===== config.mk =====
export PLATFORM = sky130hd
export DESIGN_NAME = if_id_pipe_reg
export DESIGN_NICKNAME = d
export VERILOG_FILES = /design/src/rtl/if_id_pipe_reg.sv
export SDC_FILE = /design/constraint.sdc
export NUM_CORES = 1
export LEC_CHECK = 0
export CAP_MARGIN = 30
export CORE_MARGIN = 2
export CORE_UTILIZATION = 45
export CTS_CLUSTER_DIAMETER = 30
export DETAILED_ROUTE_END_ITERATION = 10
export GPL_ROUTABILITY_DRIVEN = 0
export PLACE_DENSITY = 0.86
export SKIP_LAST_GASP = 1
export SLEW_MARGIN = 25
export SYNTH_ARGS = -nofsm -noshare
export SYNTH_HDL_FRONTEND = slang
export SYNTH_SLANG_ARGS = --single-unit

===== constraint.sdc =====
create_clock -name clk -period 4.6 [get_ports clk]
set_input_delay 0.92 -clock clk [delete_from_list [all_inputs] [get_ports clk]]
set_output_delay 0.92 -clock clk [all_outputs]
set_load 0.02 [all_outputs]

===== src/rtl/if_id_pipe_reg.sv =====
// ============================================================================
//  Module   : if_id_pipe_reg
//  Purpose  : IF/ID pipeline register with valid/ready handshake, stall,
//             flush and NOP bubble. Define IF_ID_PIPE_REG_SKID_EN for the
//             2-entry skid buffer with a registered in_ready.
//  Revision : 1.0 - initial release
// ============================================================================
`default_nettype none

module if_id_pipe_reg #(
    parameter int          XLEN = 32,
    parameter int          ILEN = 32,
    parameter logic [31:0] NOP  = 32'h00000013
) (
    input  logic            clk,
    input  logic            reset,
    input  logic            in_valid,
    output logic            in_ready,
    input  logic [XLEN-1:0] in_pc,
    input  logic [ILEN-1:0] in_ins,
    input  logic            stall,
    input  logic            flush,
    output logic            out_valid,
    input  logic            out_ready,
    output logic [XLEN-1:0] out_pc,
    output logic [ILEN-1:0] out_ins,
    output logic [1:0]      count
);

    localparam logic [ILEN-1:0] c_nop_ins = ILEN'(NOP);

    logic            r_vld;
    logic [XLEN-1:0] r_pc;
    logic [ILEN-1:0] r_ins;
    logic            w_drain;
    logic            w_accept;

    assign w_drain  = r_vld && out_ready && !stall;
    assign w_accept = in_valid && in_ready;

`ifdef IF_ID_PIPE_REG_SKID_EN
    logic            r_skid_vld;
    logic [XLEN-1:0] r_skid_pc;
    logic [ILEN-1:0] r_skid_ins;

    // Ready depends only on state (and flush), so no path from decode back-pressure.
    assign in_ready = !r_skid_vld || flush;
    assign count    = {1'b0, r_vld} + {1'b0, r_skid_vld};

    always_ff @(posedge clk or posedge reset) begin
        if (reset) begin
            r_vld      <= 1'b0;
            r_pc       <= '0;
            r_ins      <= c_nop_ins;
            r_skid_vld <= 1'b0;
            r_skid_pc  <= '0;
            r_skid_ins <= c_nop_ins;
        end else if (flush) begin
            r_vld      <= 1'b0;
            r_skid_vld <= 1'b0;
        end else if (r_skid_vld) begin
            // Skid full implies in_ready=0, so only the skid->main move can happen.
            if (w_drain) begin
                r_pc       <= r_skid_pc;
                r_ins      <= r_skid_ins;
                r_skid_vld <= 1'b0;
            end
        end else if (w_accept) begin
            if (!r_vld || w_drain) begin
                r_pc  <= in_pc;
                r_ins <= in_ins;
                r_vld <= 1'b1;
            end else begin
                r_skid_pc  <= in_pc;
                r_skid_ins <= in_ins;
                r_skid_vld <= 1'b1;
            end
        end else if (w_drain) begin
            r_vld <= 1'b0;
        end
    end
`else
    assign in_ready = !r_vld || (out_ready && !stall) || flush;
    assign count    = {1'b0, r_vld};

    always_ff @(posedge clk or posedge reset) begin
        if (reset) begin
            r_vld <= 1'b0;
            r_pc  <= '0;
            r_ins <= c_nop_ins;
        end else if (flush) begin
            r_vld <= 1'b0;
        end else if (w_accept) begin
            r_pc  <= in_pc;
            r_ins <= in_ins;
            r_vld <= 1'b1;
        end else if (w_drain) begin
            r_vld <= 1'b0;
        end
    end
`endif

    assign out_valid = r_vld;
    assign out_pc    = r_pc;
    assign out_ins   = r_vld ? r_ins : c_nop_ins;

endmodule

`default_nettype wire


### Word-level counts from Yosys, hierarchy flattened

Index checks and enable logic that the tools add are counted.

| word-level totals | value |
|---|---|
| register bits after elaboration | 65 |
| bits of input ports | 70 |
| output and inout bits | 68 |
| word-level logic and storage cells | 18 |

| operators by class | value |
|---|---|
| mux-type cells | 4 |
| bitwise gates (word level) | 1 |
| reduce and logical (&&, ||, !) cells | 10 |

Operator list:

| kind | count |
|---|---|
| $mux 32 | 1 |
| $logic_and 1x1->1 | 4 |
| $mux 1 | 3 |
| $reduce_bool 3->1 | 1 |
| $logic_not 1->1 | 2 |
| $logic_or 1x1->1 | 2 |
| $reduce_and 2->1 | 1 |
| $not 1->1 | 1 |

### Depth between registers and ports, before layout

Gate-level depths: netlist of run 1.

| logic depth | value |
|---|---|
| word-level depth | 7 |
| gate-level depth with buffers | 4 |
| depth with buffers taken out | 3 |

### Worst setup path before layout of run 1

OpenSTA, ideal clock, no wires.

| timing path | value |
|---|---|
| kind | in2out |
| start point | input port stall |
| end point | output port in_ready |
| arrival time | 1.431 ns |
| required time | 3.680 ns |
| slack | 2.249 ns |
| stages on the path | 3 |
| buffers on the path | 0 |
| cell sequence | nand2b_4 nand2_1 or2_2 |

| on the way | value |
|---|---|
| longest elaborated chain between the ends | 4 |

RTL lines:

| item | RTL line | text |
|---|---|---|
| from (decl) | 21 | `input logic stall,` |
| $logic_not 1->1 | 83 | `assign in_ready = !r_vld \|\| (out_ready && !stall) \|\| flush;` |
| $logic_and 1x1->1 | 83 |  |
| $logic_or 1x1->1 (2 in series) | 83 |  |
| to (decl) | 18 | `output logic in_ready,` |

No other way between the ends.

### Worst setup path in the final report of run 1

Ends and elaborated chain as after synthesis.

==> insert_results.sql, run 1 <==
INSERT INTO impl_metrics (metric_group, metric, value, unit) VALUES
('status', 'outcome', 'finished clean', ''),
('flow_run', 'max_cap_viol_count', '0', ''),
('sta', 'max_slew.worst_pin.slew', '0.784', 'ns'),
('finish', 'layout.cell_area.non_filler', '4530', 'µm²'),
('die', 'chipWidth', '85.5', 'µm'),
('global_route', 'grt_overflow_total', '0', ''),
('power', 'power.share.clock', '0.261', ''),
('setup_path', 'cp_common_cell', 'sky130_fd_sc_hd__clkdlybuf4s50_1', ''),
('yosys', 'syn-cell-area', '2990', 'µm²'),
('worst_hold_path', 'holdCritPathClass', 'flop to flop', ''),
('placed_design', 'numPortBuffers', '136', ''),
('worst_hold_path', 'hold_path_end', 'r_ins[20]', ''),
('finish', 'synthToLayoutAreaGrowth', '51.7', '%'),
('clock_tree', 'clk-insertion-delay-late', '0.32', 'ns'),
('yosys', 'mappedNetlistNets', '250', ''),
('yosys', 'synth-xor-area-share', '0', ''),
('die', 'dieArea', '7310', 'µm²'),
('sta', 'slew_headroom', '0.476', ''),
('setup_path', 'critical_path_required_time', '3.68', 'ns'),
('worst_hold_path', 'min_path_cells', '1', ''),
('yosys', 'postSynthAreaPerCell', '16.6', 'µm²'),
('sta', 'period_utilization', '0.725', ''),
('sta', 'setup_viol', '0', ''),
('power', 'ir_drop_worst_case_vdd', '0.252', 'mV'),
('die', 'std_cell_rows', '29', ''),
('clock_tree', 'cts.repair_timing.setup_buffer_count', '0', ''),
('finish', 'fraction_of_layout_cells_with_a_size_suffix_above_1', '0.276', ''),
('yosys', 'post-synth-top-area-fraction', '0.519', ''),
('global_route', 'via_count_of_the_first_global_routing_pass', '2042', ''),
('setup_path', 'critical_path.max_fanout', '2', ''),
('sta', 'setup_repair_after_global_routing_missed_its_margin', 'false', ''),
('route', 'post_drt_wl_per_cell', '15.8', 'µm'),
('yosys', 'synth_top_cell_by_area', 'sky130_fd_sc_hd__dfrtp_1', ''),
('yosys', 'synth_adder_area_share', '0', ''),
('die', 'vertical_extent_of_the_die', '85.5', 'µm'),
('clock_tree', 'h-tree-depth', '3', ''),
('yosys', 'post_synth_and_or_nand_nor_area_fraction', '0.0795', ''),
('die', 'design.core.area', '6390', 'µm²'),
('finish', 'finish.utilization', '0.710', ''),
('route', 'first_pass_detailed_route_iteration_total', '3', ''),
('finish', 'antennaDiodeCount', '0', ''),
('die', 'io_pins', '138', ''),
('clock_tree', 'clock_sinks', '65', ''),
('yosys', 'netlist_top_cells_area', 'sky130_fd_sc_hd__dfrtp_1 52%, sky130_fd_sc_hd__mux2_4 30%, sky130_fd_sc_hd__and2_1 6.1%', ''),
('finish', 'final_cell_count_no_fill', '400', ''),
('setup_path', 'worst_reg_to_reg_path_cell_count', '3', ''),
('yosys', 'synth_sequential_area_ratio', '0.545', ''),
('yosys', 'post_synth_num_cell_types', '16', ''),
('setup_path', 'crit_type', 'input port to primary output', ''),
('route', 'drt-total-wl', '6.32', 'mm'),
('power', 'internal-power', '1.33', 'mW'),
('placed_design', 'place.detailed.hpwl', '4.45', 'mm'),
('sta', 'final.setup_skew', '0.00281', 'ns'),
('power', 'combPwrFrac', '0.327', ''),
('yosys', 'ys_warn_count', '0', ''),
('global_route', 'total_global_routing_track_utilization', '0.178', ''),
('route', 'ant_nets', '0', ''),
('sta', 'max_freq', '300', 'MHz'),
('setup_path', 'slowest_cell_on_the_critical_path', 'sky130_fd_sc_hd__clkdlybuf4s50_1', ''),
('yosys', 'predominant_post_synthesis_flop_cell', 'sky130_fd_sc_hd__dfrtp_1', ''),
('yosys', 'synth_enable_flop_cells', '0', ''),
('placed_design', 'post-place-cells', '385', ''),
('setup_path', 'cp_cell_sequence', 'clkdlybuf4s50_1 -> nand2b_4 -> nand2_1 -> or2_2 -> clkdlybuf4s50_1', ''),
('clock_tree', 'root_buffer', 'sky130_fd_sc_hd__clkbuf_8', ''),
('setup_path', 'crit_arrival', '2.41', 'ns'),
('power', 'total_power', '1.81', 'mW'),
('route', 'drc', '0', ''),
('setup_path', 'cp_slowest_stage_delay', '0.54', 'ns'),
('global_route', 'grt_antenna_before_repair', '0', ''),
('sta', 'min_period', '3.33', 'ns'),
('power', 'p_per_area', '400', 'nW/µm²');
logic make-up after synthesis:
kind of cell,count (synthesis)
flops,65
mux,64
simple gates,36
buf+inv,12
compound gates,2
other cells,1
state kept, by name, summed over array words and instances (netlist names):
| signal | count |
|---|---|
| out_pc | 32 |
| r_ins | 32 |
| out_valid | 1 |
power by group through the flow:
stage | Sequential [mW] | Clock, mW | Combinational (mW)
after floorplan | 0.813 | 0 | 0.275
after global placement | 0.755 | 0 | 0.584
after detailed placement | 0.756 | 0 | 0.598
after CTS | 0.749 | 0.488 | 0.600
after global routing | 0.762 | 0.517 | 0.627
final | 0.747 | 0.473 | 0.593
worst max-delay path by stage:
stage / endpoint / cells after the start
after floorplan: out_pc[0] / 1
after global placement: in_ready / 5
after detailed placement: in_ready / 5
after CTS: in_ready / 5
after global routing: in_ready / 5
final: in_ready / 5
worst register-to-register path: stages, from the launching register on:
cell	delay, ns
sky130_fd_sc_hd__dfrtp_1	0.62
sky130_fd_sc_hd__a21oi_4	0.25
sky130_fd_sc_hd__buf_12	0.41
sky130_fd_sc_hd__mux2_2	0.42
stage by stage:
| step | setup slack (ns) | hold WS [ns] |
|---|---|---|
| 2_1_floorplan | 2.06 | 0.473 |
| 3_3_place_gp | 1.26 | 0.483 |
| 3_5_place_dp | 1.26 | 0.486 |
| 4_1_cts | 1.26 | 0.507 |
| 5_1_grt | 1.22 | 0.519 |
| 6_report | 1.27 | 0.505 |
layer usage:
layer,GRT usage,vias to the layer above,share of wire
met5,0,-,0
met4,0.0620,0,0.013
met3,0.0606,7,0.076
met2,0.281,78,0.48
met1,0.231,922,0.43
li1,-,876,-
area by class of cell:
type,instances,area [µm²],area share
Clock inverter,3,40.0,0.00883
Clock buffer,12,155,0.0342
Timing Repair Buffer,139,1400,0.309
Tap cell,77,96.3,0.0212
Multi-Input combinational cell,103,1210,0.267
Sequential cell,65,1630,0.360
Inverter,1,3.75,0.000828
cell usage in the layout, fill, tap and decap left out, types with 2 or more instances in the layout:
| cell type | synthesis | routed |
|---|---|---|
| sky130_fd_sc_hd__clkdlybuf4s50_1 | 0 | 136 |
| sky130_fd_sc_hd__dfstp_2 | 3 | 3 |
| sky130_fd_sc_hd__clkinv_2 | 0 | 2 |
| sky130_fd_sc_hd__dfrtp_1 | 62 | 62 |
| sky130_fd_sc_hd__mux2_4 | 60 | 60 |
| sky130_fd_sc_hd__clkbuf_8 | 0 | 11 |
| sky130_fd_sc_hd__and2_1 | 29 | 29 |
| sky130_fd_sc_hd__nand2b_1 | 3 | 3 |
| sky130_fd_sc_hd__mux2_2 | 4 | 4 |
| sky130_fd_sc_hd__nand2b_4 | 2 | 2 |
Power figures use the tool's default switching activity.
==> inputs of run 2 (changes only) <==
CORE_UTILIZATION = 37   (was 45)
PLACE_DENSITY = 0.76   (was 0.86)
clock period = 2.79 ns   (was 4.6 ns; I/O delays follow)
==> insert_results.sql, run 2 (synthesis gave the netlist of run 1 again) <==
INSERT INTO impl_metrics (metric_group, metric, value, unit) VALUES
('flow_run', 'max_cap_viol_count', '0', ''),
('global_route', 'grt_antenna_before_repair', '0', ''),
('power', 'power.share.clock', '0.256', ''),
('route', 'ant_nets', '0', ''),
('route', 'drt-total-wl', '6.49', 'mm'),
('finish', 'fraction_of_layout_cells_with_a_size_suffix_above_1', '0.276', ''),
('placed_design', 'numPortBuffers', '136', ''),
('sta', 'final_hold_viol_count', '0', ''),
('clock_tree', 'cts.reportedPaths.clkPinSlew', '0.06', 'ns'),
('global_route', 'total_global_routing_track_utilization', '0.152', ''),
('setup_path', 'cp-end-kind', 'primary output', ''),
('clock_tree', 'root_buffer', 'sky130_fd_sc_hd__clkbuf_8', ''),
('power', 'pwr-share-seq', '0.412', ''),
('setup_path', 'crit_type', 'input port to primary output', ''),
('power', 'p_per_area', '650', 'nW/µm²'),
('sta', 'timing.setup.tns', '0', 'ns'),
('clock_tree', 'h-tree-depth', '3', ''),
('finish', 'final_nets', '391', ''),
('finish', 'mostFrequentLayoutCell', 'sky130_fd_sc_hd__clkdlybuf4s50_1', ''),
('power', 'power_switching', '0.806', 'mW'),
('clock_tree', 'clk-insertion-delay-late', '0.32', 'ns'),
('setup_path', 'cp_slowest_stage_delay', '0.54', 'ns'),
('sta', 'final.setup_skew', '0.00464', 'ns'),
('route', 'vias', '1900', ''),
('setup_path', 'cp-start-kind', 'input port', ''),
('global_route', 'via_count_of_the_first_global_routing_pass', '1982', ''),
('sta', 'setup_repair_after_global_routing_missed_its_margin', 'false', ''),
('global_route', 'grt_max_degree', '45', ''),
('sta', 'max_slew.worst_pin.slew', '0.504', 'ns'),
('clock_tree', 'cts-hold-fix-buffers', '0', ''),
('clock_tree', 'cts_tree', 'yes', ''),
('setup_path', 'crit_arrival', '2.05', 'ns'),
('placed_design', 'preCtsSetupSlack', '0.184', 'ns'),
('die', 'vertical_extent_of_the_die', '93.9', 'µm'),
('worst_hold_path', 'holdCritPathClass', 'flop to flop', ''),
('die', 'io_pins', '138', ''),
('die', 'dieArea', '8810', 'µm²'),
('status', 'outcome', 'finished clean', ''),
('power', 'total_power', '2.98', 'mW'),
('power', 'combPwrFrac', '0.332', ''),
('finish', 'synthToLayoutAreaGrowth', '53.3', '%'),
('power', 'power_switching_share', '0.271', ''),
('setup_path', 'cp_common_cell', 'sky130_fd_sc_hd__clkdlybuf4s50_1', ''),
('route', 'detail_route.iter0.violations', '46', ''),
('clock_tree', 'cts.path.max_buffers', '2', ''),
('clock_tree', 'clock_sinks', '65', ''),
('finish', 'antennaDiodeCount', '0', ''),
('clock_tree', 'cts.repair_timing.setup_buffer_count', '0', ''),
('setup_path', 'worstPathBufferInverterCount', '2', ''),
('route', 'post_drt_wl_per_cell', '15.2', 'µm'),
('sta', 'setup_viol', '0', ''),
('route', 'first_pass_detailed_route_iteration_total', '4', ''),
('route', 'met2RoutedLength', '3.18', 'mm'),
('die', 'chipWidth', '93.9', 'µm'),
('placed_design', 'place.detailed.hpwl', '4.62', 'mm'),
('route', 'met1_length', '2.78', 'mm'),
('die', 'design.core.area', '7770', 'µm²'),
('global_route', 'grt_overflow_total', '0', ''),
('setup_path', 'slowest_cell_on_the_critical_path', 'sky130_fd_sc_hd__clkdlybuf4s50_1', ''),
('sta', 'min_period', '2.60', 'ns'),
('route', 'drc', '0', ''),
('route', 'maxUsedRoutingLayer', 'met4', ''),
('power', 'ir_drop_worst_case_vdd', '0.292', 'mV'),
('setup_path', 'path_delay_family', 'buffers and inverters', ''),
('sta', 'max_freq', '384', 'MHz'),
('finish', 'commonest_cells_after_routing_fill_and_taps_aside', '136 x sky130_fd_sc_hd__clkdlybuf4s50_1, 62 x sky130_fd_sc_hd__dfrtp_1, 60 x sky130_fd_sc_hd__mux2_4', ''),
('power', 'internal-power', '2.17', 'mW'),
('power', 'static-leakage-power', '1.98', 'nW'),
('clock_tree', 'ctsResizeCount', '0', ''),
('sta', 'period_utilization', '0.934', ''),
('sta', 'slew_headroom', '0.664', ''),
('clock_tree', 'numCtsBuffers', '9', ''),
('route', 'dr_wl_met3', '468', 'µm'),
('die', 'std_cell_rows', '32', ''),
('sta', 'setup_slack', '0.185', 'ns'),
('global_route', 'grt_first_pass_wirelength', '10.2', 'mm'),
('setup_path', 'cp_cell_sequence', 'clkdlybuf4s50_1 -> nand2b_4 -> nand2_1 -> or2_2 -> clkdlybuf4s50_1', ''),
('die', 'floorplan.initialDensity', '0.385', ''),
('sta', 'maxSlewViolCount', '0', ''),
('setup_path', 'critical_path_required_time', '2.23', 'ns'),
('setup_path', 'critical_path.max_fanout', '2', ''),
('route', 'detail_route.vias_per_cell', '4.44', '');
==> run 2: cell types whose count changed in the layout (fill, tap and decap cells not counted) <==
cell,previous run,this run
sky130_fd_sc_hd__buf_12,1,2
sky130_fd_sc_hd__clkbuf_8,11,10
sky130_fd_sc_hd__buf_4,1,3
sky130_fd_sc_hd__clkbuf_1,1,3
sky130_fd_sc_hd__buf_6,1,0
==> run 2: through the flow <==
step / cells / area [µm²] / utilization / hold slack (ns)
after global routing: 428 / 4580 / 0.590 / 0.521
after global placement: 412 / 4390 / 0.566 / 0.484
final: 428 / 4580 / 0.590 / 0.502
after detailed placement: 412 / 4390 / 0.566 / 0.489
after floorplan: 180 / 2990 / - / 0.473
after CTS: 428 / 4580 / 0.590 / 0.504
==> run 2: power groups by stage <==
stage                     Sequential (mW)  Clock, mW  Combinational, mW
after floorplan                      1.34          0              0.453
after global placement               1.24          0              0.982
after detailed placement             1.24          0              0.996
after CTS                            1.23      0.786               1.00
after global routing                 1.25      0.840               1.04
final                                1.23      0.762              0.988
==> run 2: final timing paths <==
path | slack, ns | endpoint | from | cells after the start
worst max-delay path | 0.19 | in_ready | stall | 5
worst min register to register | 0.50 | r_ins[25] | r_ins[25] | 1
worst max register to register | 1.27 | r_ins[14] | out_valid | 3
max in group asynchronous | 1.55 | r_ins[4] | reset | 3
min in group asynchronous | 0.59 | out_pc[3] | reset | 2
worst min-delay path | 0.50 | r_ins[25] | r_ins[25] | 1
==> run 2: per-layer routing <==
layer,up-vias,track usage
met5,-,0
met4,0,0.0580
met3,7,0.0530
met2,71,0.236
met1,939,0.195
li1,883,-
==> run 2: layout make-up <==
type	instances	area, µm²
clock inverter	3	40.0
sequential	65	1630
tap	102	128
clock buffer	13	149
fill	643	3180
multi-input combinational	103	1210
timing repair buffer	141	1420
inverter	1	3.75
==> inputs of run 3 (changes only) <==
--- a/config.mk
+++ b/config.mk
@@ -6,4 +6,5 @@
 export NUM_CORES = 1
 export LEC_CHECK = 0
+export ABC_AREA = 1
 export CAP_MARGIN = 30
 export CORE_MARGIN = 2
@@ -12,5 +13,5 @@
 export DETAILED_ROUTE_END_ITERATION = 10
 export GPL_ROUTABILITY_DRIVEN = 0
-export PLACE_DENSITY = 0.76
+export PLACE_DENSITY = 0.77
 export SKIP_LAST_GASP = 1
 export SLEW_MARGIN = 25
==> constraint.sdc (replaced) <==
create_clock -name clk -period 2.79 [get_ports clk]
set_input_delay 0.558 -clock clk [delete_from_list [all_inputs] [get_ports clk]]
set_output_delay 0.558 -clock clk [all_outputs]
set_load 0.01 [all_outputs]
==> insert_results.sql, run 3 <==
INSERT INTO impl_metrics (metric_group, metric, value, unit) VALUES
('setup_path', 'crit_arrival', '1.86', 'ns'),
('status', 'outcome', 'finished clean', ''),
('route', 'post_drt_wl_per_cell', '12.5', 'µm'),
('clock_tree', 'clock_sinks', '65', ''),
('sta', 'setup_repair_after_global_routing_missed_its_margin', 'false', ''),
('power', 'ir_drop_worst_case_vdd', '0.269', 'mV'),
('sta', 'slew_headroom', '0.654', ''),
('sta', 'setup_viol', '0', ''),
('yosys', 'netlist_top_cells_count', '161 x sky130_fd_sc_hd__nand2_1, 64 x sky130_fd_sc_hd__nand3_1, 62 x sky130_fd_sc_hd__dfrtp_1', ''),
('finish', 'mostFrequentLayoutCell', 'sky130_fd_sc_hd__nand2_1', ''),
('yosys', 'synth_cells', '355', ''),
('die', 'floorplan.initialDensity', '0.378', ''),
('finish', 'fraction_of_layout_cells_with_a_size_suffix_above_1', '0.0716', ''),
('yosys', 'syn-cell-area', '2870', 'µm²'),
('setup_path', 'critical_path_required_time', '2.23', 'ns'),
('power', 'static-leakage-power', '2.35', 'nW'),
('sta', 'maxSlewViolCount', '0', ''),
('yosys', 'post_synth_num_cell_types', '13', ''),
('route', 'detail_route.iter0.violations', '86', ''),
('yosys', 'postSynthAreaPerCell', '8.09', 'µm²'),
('setup_path', 'cp_slowest_stage_delay', '0.67', 'ns'),
('flow_run', 'max_cap_viol_count', '0', ''),
('route', 'ant_nets', '0', ''),
('clock_tree', 'clk-insertion-delay-late', '0.32', 'ns'),
('global_route', 'grt_overflow_total', '0', ''),
('route', 'first_pass_detailed_route_iteration_total', '4', ''),
('sta', 'final_hold_viol_count', '0', ''),
('yosys', 'ys_async_sr_fraction', '1.00', ''),
('global_route', 'total_global_routing_track_utilization', '0.180', ''),
('yosys', 'post-synth-top-area-fraction', '0.540', ''),
('yosys', 'synth-xor-area-share', '0', ''),
('setup_path', 'reg2reg_slack', '0.81', 'ns'),
('yosys', 'mappedNetlistNets', '425', ''),
('setup_path', 'cp_cell_sequence', 'inv_2 -> or2_2 -> clkdlybuf4s50_1', ''),
('setup_path', 'slowest_cell_on_the_critical_path', 'sky130_fd_sc_hd__dfrtp_1', ''),
('route', 'detail_route.vias_per_cell', '4.50', ''),
('setup_path', 'cp-start-kind', 'flop', ''),
('route', 'drc', '0', ''),
('sta', 'max_slew.worst_pin.slew', '0.518', 'ns'),
('die', 'dieArea', '8490', 'µm²'),
('route', 'vias', '2658', ''),
('setup_path', 'critical_path.max_fanout', '13', ''),
('clock_tree', 'cts-hold-fix-buffers', '0', ''),
('clock_tree', 'ctsResizeCount', '0', ''),
('yosys', 'synth_sequential_area_ratio', '0.568', ''),
('sta', 'final.hold.worst_slack', '0.454', 'ns'),
('clock_tree', 'cts_tree', 'yes', ''),
('global_route', 'grt_first_pass_wirelength', '12.3', 'mm'),
('yosys', 'synth_compound_area_frac', '0', ''),
('setup_path', 'crit_type', 'flop to primary output', ''),
('sta', 'period_utilization', '0.866', ''),
('power', 'total_power', '2.54', 'mW'),
('clock_tree', 'cts.path.max_buffers', '2', ''),
('yosys', 'synth_top_cell_by_area', 'sky130_fd_sc_hd__dfrtp_1', ''),
('die', 'io_pins', '138', ''),
('yosys', 'synth_adder_area_share', '0', ''),
('clock_tree', 'cts.repair_timing.setup_buffer_count', '0', ''),
('yosys', 'ys_warn_count', '0', ''),
('clock_tree', 'h-tree-depth', '3', ''),
('finish', 'commonest_cells_after_routing_fill_and_taps_aside', '159 x sky130_fd_sc_hd__nand2_1, 136 x sky130_fd_sc_hd__clkdlybuf4s50_1, 64 x sky130_fd_sc_hd__nand3_1', ''),
('yosys', 'synth_enable_flop_cells', '0', ''),
('yosys', 'post_synth_and_or_nand_nor_area_fraction', '0.331', ''),
('placed_design', 'numPortBuffers', '136', ''),
('finish', 'finish.utilization', '0.588', ''),
('sta', 'max_freq', '414', 'MHz'),
('global_route', 'via_count_of_the_first_global_routing_pass', '2642', ''),
('yosys', 'synth.mux.area_fraction', '0', ''),
('clock_tree', 'cts.reportedPaths.clkPinSlew', '0.07', 'ns'),
('finish', 'antennaDiodeCount', '0', ''),
('sta', 'timing.setup.tns', '0', 'ns'),
('placed_design', 'post-place-cells', '576', ''),
('global_route', 'grt_antenna_before_repair', '0', ''),
('yosys', 'main_combinational_cell_family_by_area_after_synthesis', 'simple AND/OR/NAND/NOR gates', ''),
('worst_hold_path', 'holdCritPathClass', 'input port to async pin', ''),
('route', 'drt-total-wl', '7.40', 'mm'),
('yosys', 'synth.most_common_cell', 'sky130_fd_sc_hd__nand2_1', ''),
('die', 'std_cell_rows', '32', ''),
('finish', 'final_cell_count_no_fill', '591', ''),
('setup_path', 'cp-end-kind', 'primary output', ''),
('sta', 'final.setup_skew', '0.00586', 'ns'),
('setup_path', 'path_delay_family', 'flip-flops', ''),
('die', 'design.core.area', '7610', 'µm²'),
('sta', 'min_period', '2.42', 'ns'),
('die', 'vertical_extent_of_the_die', '92.1', 'µm'),
('finish', 'synthToLayoutAreaGrowth', '55.6', '%'),
('yosys', 'yosys_register_bits', '65', ''),
('die', 'chipWidth', '92.1', 'µm'),
('finish', 'final_nets', '555', ''),
('placed_design', 'place.detailed.hpwl', '5.22', 'mm'),
('setup_path', 'worstPathBufferInverterCount', '2', ''),
('global_route', 'grt_max_degree', '46', ''),
('yosys', 'predominant_post_synthesis_flop_cell', 'sky130_fd_sc_hd__dfrtp_1', ''),
('power', 'p_per_area', '569', 'nW/µm²'),
('clock_tree', 'root_buffer', 'sky130_fd_sc_hd__clkbuf_8', ''),
('yosys', 'netlist_top_cells_area', 'sky130_fd_sc_hd__dfrtp_1 54%, sky130_fd_sc_hd__nand2_1 21%, sky130_fd_sc_hd__nand3_1 11%', ''),
('clock_tree', 'numCtsBuffers', '9', '');
-- run 3: cell type report --
class	count	area, µm²
clock inverter	3	15.0
timing repair buffer	145	1440
sequential	65	1630
inverter	33	124
clock buffer	12	165
fill	688	3140
multi-input combinational	231	967
tap	102	128
-- run 3: cells by family after synthesis --
group,Yosys count
and+or+nand+nor,230
buffers and inverters,59
other,1
DFF,65
-- run 3: stage by stage --
stage | cell area [µm²] | setup WS (ns)
floorplan | 2870 | 0.611
global placement | 4290 | 0.425
detailed placement | 4290 | 0.425
CTS | 4470 | 0.345
global route | 4470 | 0.273
finish | 4470 | 0.374
-- run 3: final timing paths --
kind	from	to	depth (start not counted)
max	out_valid	out_ins[4]	3
min	reset	out_pc[3]	2
max reg2reg	out_valid	r_ins[23]	8
min reg2reg	r_ins[4]	r_ins[4]	2
max in group asynchronous	reset	r_ins[0]	3
min in group clk	r_ins[4]	r_ins[4]	2
-- run 3: report_power, final --
part / internal, mW / switching (mW) / total, mW
clock: 0.386 / 0.331 / 0.717
combinational: 0.367 / 0.286 / 0.653
sequential: 1.09 / 0.0819 / 1.17
-- run 3: routing by layer --
layer  up-vias  global-route usage  wire (µm)
met5         -                   0          0
met4         0              0.0634         89
met3         8              0.0419        393
met2        73               0.300       3680
met1      1241               0.230       3230
li1       1336                   -          -
-- run 3: worst reg2reg max path, cell delays in order (launching register included) --
cell and delay (ns):
sky130_fd_sc_hd__dfrtp_1 0.67, sky130_fd_sc_hd__inv_2 0.10, sky130_fd_sc_hd__nor2_1 0.14, sky130_fd_sc_hd__nand2_2 0.08
sky130_fd_sc_hd__buf_4 0.28, sky130_fd_sc_hd__nand2_2 0.12, sky130_fd_sc_hd__buf_4 0.33, sky130_fd_sc_hd__nand2_1 0.11
sky130_fd_sc_hd__nand2_1 0.08
==> edit: new RTL, config.mk and constraints of run 2 <==
Change the parameter `ILEN` from 32 to 16.
--- a/src/rtl/if_id_pipe_reg.sv
+++ b/src/rtl/if_id_pipe_reg.sv
@@ -11,3 +11,3 @@
     parameter int          XLEN = 32,
-    parameter int          ILEN = 32,
+    parameter int          ILEN = 16,
     parameter logic [31:0] NOP  = 32'h00000013
Interface: changed (resized in_ins and out_ins); port bits go from 138 to 106. The function was not compared with the original's and may differ.
==> edit against run 2 <==
- total power down 27%
- clock power down 31%
- core utilization up 1.1 points
- sequential cell count down 16
- cell count down 28%
- final area down 28%
- critical path depth unchanged
- setup slack better by 0.013 ns
- routed wire length down 30%
- sequential share of layout area up 1.8 points
- synthesized area down 31%
==> edit: results (changes against run 2) <==
Routing
  • Met2 wirelength from detailed routing: 2040 microns (-36%)
  • Number of DRC markers in iteration 0: 20 (-57%)
  • Met1 wire length: 1840 microns (-34%)
  • Routed length on met3: 573 microns (+22%)
  • Top routing layer in use: met4
  • Total Wirelength: 4520 microns (-30%)
  • Via density per instance: 4.53 (+2.1%)
  • Detailed-routing iteration count for the pre-antenna-repair pass: 2 (-2)
  • Vias: 1,396 (-27%)

Global routing
  • Number of antenna violations at the first check in global routing: 0 (unchanged)
  • GR Layer Usage met3: 8.52% (+3.2 points)
  • Wire length of the first global-routing pass: 7480 microns (-26%)
  • Via count of the first global-routing pass: 1,551 (-22%)
  • Fraction of met2 tracks used by global routing: 23.8% (+0.13 points)
  • Largest net degree at the start of global routing: 49 (+8.9%)
  • Global-route track usage on met1: 18.5% (-1.0 points)
  • Global routing usage summed across all routing layers: 15.7% (+0.49 points)

Timing
  • Worst relative slew slack: 55.9% (-10 points)
  • Layout Skew: 0.00406 ns (-0.000577 ns)

Yosys
  • Leading cell types by total area after synthesis: sky130_fd_sc_hd__dfrtp_1 (56%), sky130_fd_sc_hd__mux2_4 (14%), sky130_fd_sc_hd__mux2_2 (14%)
  • Compound-gate portion of the synthesized area: 0.664% (-0.047 points)
  • Number of different library cells in the post-synthesis netlist: 18 (+2)
  • Synthesized Nets: 183 (-27%)
  • Most numerous cell types in the synthesized netlist: sky130_fd_sc_hd__dfrtp_1 (46), sky130_fd_sc_hd__mux2_2 (25), sky130_fd_sc_hd__mux2_4 (20)
  • Share of synthesized area occupied by flip-flops and latches: 59.4% (+4.8 points)
  • Share of cell area taken by muxes after synthesis: 29.7% (-1.9 points)
  • Number of instances in the synthesized netlist: 129 (-28%)

Placed design
  • Worst slack, placed: 0.199 ns (+0.0146 ns)
  • Placed instance count: 300 (-27%)
  • Quantity of I/O buffers inserted on ports: 104 (-24%)
  • DPL Wire Length: 3130 microns (-32%)

Worst setup path
  • Register-to-register setup slack: 1.12 ns (-0.15 ns)
  • Worst reg2reg path endpoint: out_pc[22]
  • Crit path arrival time: 2.03 ns (-0.02 ns)
  • Worst path max stage delay: 0.54 ns (about the same)
  • Maximum fanout encountered on the critical timing path: 2 (unchanged)

Pwr
  • Sw Share: 27.6% (+0.55 points)
  • Max VDD drop: 0.341 mV (+17%)
  • Leakage power: 1.37 nW (-31%)
  • Sequential power share: 42.8% (+1.6 points)
  • Total clock network power: 0.527 mW (-31%)
  • Gate power share: 32.9% (-0.3 points)

Hold path
  • Hold endpoint: r_ins[3]
  • Hold path startpoint: r_ins[3]

Layout
  • Ratio of cells with drive above 1 in the final layout: 26.3% (-1.3 points)
  • Filler cell count: 469 (-27%)
  • Layout Nets: 289 (-26%)

Clock tree
  • Number of buffers added by the clock tree synthesis step: 5 (-4)
  • H-tree depth: 2 (-1)
  • Worst skew pair latency: 0.30 ns (-0.02 ns)
  • Clock transition at the registers of the reported paths: 0.09 ns (+0.03 ns)

Run status
  • Result of the run: completed
-- edit: cell type report --
class | count | share of cell area, %
clock buffers | 7 | 2.63
multi-input cells | 71 | 23.4
inverters | 1 | 0.114
repair buffers | 107 | 32.7
flip-flops and latches | 49 | 37.4
well taps | 72 | 2.74
clock inverters | 1 | 0.914
-- edit: worst max-delay path by stage --
stage	startpoint	slack (ns)	endpoint	cells after the start
after CTS	out_valid	0.16	in_ready	3
final	stall	0.20	in_ready	5
after global routing	out_valid	0.08	in_ready	3
after floorplan	reset	1.06	out_pc[0]	1
after global placement	stall	0.20	in_ready	5
after detailed placement	stall	0.20	in_ready	5
-- edit: stage by stage --
stage | hold WS [ns] | cell area (sq um)
after detailed placement | 0.472 | 3170
after global placement | 0.465 | 3170
after global routing | 0.512 | 3290
final | 0.487 | 3290
after floorplan | 0.450 | 2070
after CTS | 0.493 | 3290
